$ cat src/rtl/tie_bank_pkg.sv
// Shared types and legal-range constants for the tie bank sequencer.
// Also holds the helper that sizes the settle counter.
package tie_bank_pkg;

    typedef enum logic [1:0] {
        HOLD   = 2'd0,
        OPEN   = 2'd1,
        LOCKED = 2'd2
    } tie_state_t;

    localparam int WIDTH_MIN  = 1;
    localparam int WIDTH_MAX  = 64;
    localparam int SETTLE_MIN = 1;
    localparam int SETTLE_MAX = 255;

    // Bits needed to hold n-1; never narrower than one bit so SETTLE=1 still elaborates.
    function automatic int cnt_w(input int n);
        return (n <= 1) ? 1 : $clog2(n);
    endfunction

endpackage

$ cat src/rtl/tie_settle_cnt.sv
// Saturating post-reset hold counter: counts while enabled, stops at MAX-1.
// done is high whenever the count has reached MAX-1.
module tie_settle_cnt
    import tie_bank_pkg::*;
#(
    parameter int MAX = 4
) (
    input  logic ck,
    input  logic rst,
    input  logic en,
    output logic done
);

    localparam int             W    = cnt_w(MAX);
    localparam logic [W-1:0]   LAST = W'(MAX - 1);

    logic [W-1:0] cnt;

    always_ff @(posedge ck or posedge rst) begin
        if (rst) begin
            cnt <= '0;
        end else if (en && (cnt != LAST)) begin
            cnt <= cnt + 1'b1;
        end
    end

    assign done = (cnt == LAST);

endmodule

$ cat src/rtl/tie_bank_seq.sv
// Tie-pattern register bank with post-reset hold, masked loads and a one-way lock.
// q only changes on a handshaken load while OPEN; LOCKED is left only through rst.
module tie_bank_seq
    import tie_bank_pkg::*;
#(
    parameter int               WIDTH     = 8,
    parameter int               SETTLE    = 4,
    parameter logic [WIDTH-1:0] RESET_VAL = {WIDTH{1'b1}}
) (
    input  logic             ck,
    input  logic             rst,
    input  logic             ld_valid,
    output logic             ld_ready,
    input  logic [WIDTH-1:0] ld_data,
    input  logic [WIDTH-1:0] ld_mask,
    input  logic             lock,
    output logic [WIDTH-1:0] q,
    output logic             settled,
    output logic             locked
);

    if ((WIDTH < WIDTH_MIN) || (WIDTH > WIDTH_MAX)) begin : g_bad_width
        $error("tie_bank_seq: WIDTH out of range");
    end
    if ((SETTLE < SETTLE_MIN) || (SETTLE > SETTLE_MAX)) begin : g_bad_settle
        $error("tie_bank_seq: SETTLE out of range");
    end

    tie_state_t state_q;
    tie_state_t state_d;
    logic       settle_done;
    logic       take;

    tie_settle_cnt #(
        .MAX (SETTLE)
    ) u_settle (
        .ck   (ck),
        .rst  (rst),
        .en   (state_q == HOLD),
        .done (settle_done)
    );

    always_ff @(posedge ck or posedge rst) begin
        if (rst) begin
            state_q <= HOLD;
        end else begin
            state_q <= state_d;
        end
    end

    always_comb begin
        state_d = state_q;
        case (state_q)
            HOLD:    if (settle_done) state_d = OPEN;
            OPEN:    if (lock)        state_d = LOCKED;
            LOCKED:  state_d = LOCKED;
            default: state_d = HOLD;
        endcase
    end

    // Outputs decode state only, so ld_ready never depends on ld_valid.
    assign ld_ready = (state_q == OPEN);
    assign settled  = (state_q == OPEN) || (state_q == LOCKED);
    assign locked   = (state_q == LOCKED);
    assign take     = ld_valid && ld_ready;

    always_ff @(posedge ck or posedge rst) begin
        if (rst) begin
            q <= RESET_VAL;
        end else if (take) begin
            q <= (q & ~ld_mask) | (ld_data & ld_mask);
        end
    end

endmodule

$ cat config.mk
export PLATFORM = sky130hd
export DESIGN_NAME = tie_bank_seq
export DESIGN_NICKNAME = d
export VERILOG_FILES = /design/src/rtl/tie_bank_pkg.sv /design/src/rtl/tie_settle_cnt.sv /design/src/rtl/tie_bank_seq.sv
export SDC_FILE = /design/constraint.sdc
export NUM_CORES = 1
export LEC_CHECK = 0
export CORE_UTILIZATION = 41
export CTS_BUF_LIST = sky130_fd_sc_hd__clkbuf_8 sky130_fd_sc_hd__clkbuf_16
export DETAILED_ROUTE_END_ITERATION = 12
export GPL_ROUTABILITY_DRIVEN = 0
export PLACE_DENSITY = 0.82
export SLEW_MARGIN = 20
export SYNTH_ARGS = -nofsm -noshare
export SYNTH_HDL_FRONTEND = slang
export SYNTH_HIERARCHICAL = 1
export SYNTH_SLANG_ARGS = --single-unit
$ cat constraint.sdc
create_clock -name ck -period 2.6 [get_ports ck]
set_input_delay 0.39 -clock ck [delete_from_list [all_inputs] [get_ports ck]]
set_output_delay 0.39 -clock ck [all_outputs]
set_load 0.02 [all_outputs]
==> reports/metrics.cfg <==
[status]
status=completed

[die]
fp.dieW_um=40.9
core_region_area_sq_mm=0.00135
core.rowCount=13
io_pins=31
floorplan.initialDensity=0.459
die_h_um=40.9
die-area_sq_mm=0.00167

[cts]
clk_pin_slew_worst_paths_ps=50
clockBufferDepth=2
cts_resized=0
clock-sinks=12
cts_tree=built
root_buffer=clkbuf_8
numCtsBuffers=3
clock_latency_ps=230
ctsHoldBuffers=0
htree_levels=1
cts_setup_buffers=0

[yosys]
ys_ff_latch=12
synthArstFlopShare=1.00
synth_area_leaders=dfstp_2 (34%), mux2_4 (22%), dfrtp_1 (16%)
synth_top_flop_cell=dfstp_2
ys_warn_count=6
netlist_area_sq_um=619
synth_edf_count=0
synth_mux_area_frac=0.236
synth_top_family_by_area=multiplexers
synth_nets=71
avgSynthCellArea_sq_um=13.2
synth_fa_ha_area_frac=0.0808
synth_compound_area_frac=0.0283
yosysMostFrequentCell=mux2_4
ys_seq_area_frac=0.501
synth_top_area_share=0.339
synth-simple-area-share=0.0909
yosysTopAreaCell=dfstp_2
synthCells=47
synthTopCellsByCount=mux2_4 (9), dfstp_2 (8), nand2_1 (8), inv_1 (5)
synthXorXnorAreaFrac=0.0141
ys_types=15

[grt]
grt_usage=0.154
grt_pass1_wl_mm=1.59
overflow=0
grt_pass1_vias=385
antenna_found_initial=0
grt_max_degree=11

[flow_run]
max_cap_viol_count=0

[drt]
drt-vias-per-instance=4.67
ant_nets=0
drt_iter0_markers=2
drc_errors=0
first_pass_iters=2
routed_wl_mm=1.24
vias=444
wl_per_cell_um=13.0

[timing]
fin_ws_ps=664
tightest_slew_ps=365
period_needed_ps=1940
relSlewSlack=0.756
hold_viol_final=0
finalSetupViolations=0
drv_slew=0
fin_worst_skew_ps=3.38
holdWs_ps=331
period_share=0.745
rsz0062_at_grt=no
fmax_mhz=517
fin_tns_setup_ps=0

[power]
powerDensity_mw_per_mm2=1130
total_power_mw=1.11
cellLeakagePower_nw=0.437
peakVddDrop_mv=0.677

[critical_path]
worst_setup_path_start_kind=flop
critical_path_required_ps=2210
path_class=flop to primary output
rrSetupSlack_ps=1150
cpPeakStageDelay_ps=600
critPathCaptureType=primary output
path_cells=inv_1 > ha_1 > clkdlybuf4s50_1
cp_slowest_cell=clkdlybuf4s50_1
cp_max_fo=3
critical-path-top-delay-family=buffers and inverters
ff2ff_path_depth=5
cp-startpoint=state_q[0]
crit_arrival_ps=1550
r2r_start=state_q[1]
path_buf_inv=2

[placement]
placed_area_sq_um=927
place_ws_ps=900
portBuffers=30
hpwl_mm=1.03
dp_cells=91

[final_layout]
fin_nets=105
utilization=0.728
syn_to_final_growth_pct=58.6
drive_gt1_frac=0.288
diodes=0
stdcell_area_sq_um=982
instances_no_fill=95

[hold_path]
hold_class=input pin to async pin

## placed cells by master (no fill, tap or decap)
master           count
xor2_1               1
mux2_2               1
inv_1                5
o21ai_0              1
nor2b_4              1
clkbuf_8             4
a21oi_1              1
clkdlybuf4s50_1     30
nor2b_1              1
and2_1               1
mux2_4               9
ha_1                 4
dfrtp_1              4
dfstp_2              8
o21a_1               1
nand2_1              8
## layout make-up
class	instances	area [sq um]
inverters	5	18.8
flip-flops and latches	12	310
fillers	93	368
multi-input cells	29	279
well taps	15	18.8
repair buffers	30	300
clock buffers	4	55.1
## cell families (layout without fill, tap and decap cells)
| kind of cell | Yosys count | after routing |
|---|---|---|
| compound gates | 3 | 3 |
| xor+xnor | 1 | 1 |
| fa+ha+maj | 4 | 4 |
| buf+inv | 6 | 39 |
| flops | 12 | 12 |
| mux | 10 | 10 |
| simple gates | 11 | 11 |
## per-layer routing
metal | share of wire | GRT usage
met1 | 0.38 | 0.157
met2 | 0.52 | 0.281
met3 | 0.10 | 0.0598
met4 | 0 | 0.0500
met5 | 0 | 0
## power breakdown
group          total, mW  switching [mW]  internal [mW]  leakage [nW]
logic              0.561           0.242          0.319         0.283
clock network      0.193          0.0596          0.133        0.0288
registers          0.351          0.0416          0.310         0.125
## worst max path at each step
stage | endpoint | slack, ps | cells past startpoint
after global placement | settled | 940 | 3
final | settled | 660 | 3
after detailed placement | settled | 900 | 3
after floorplan | flop | 1180 | 6
after global routing | settled | 600 | 3
after CTS | settled | 650 | 3
## worst register-to-register path, stage by stage (launching register included)
cell and delay [ps]:
dfrtp_1 390, inv_1 80, ha_1 170, and2_1 300, nand2_1 120, mux2_4 310
(Power assumes the default switching activity.)
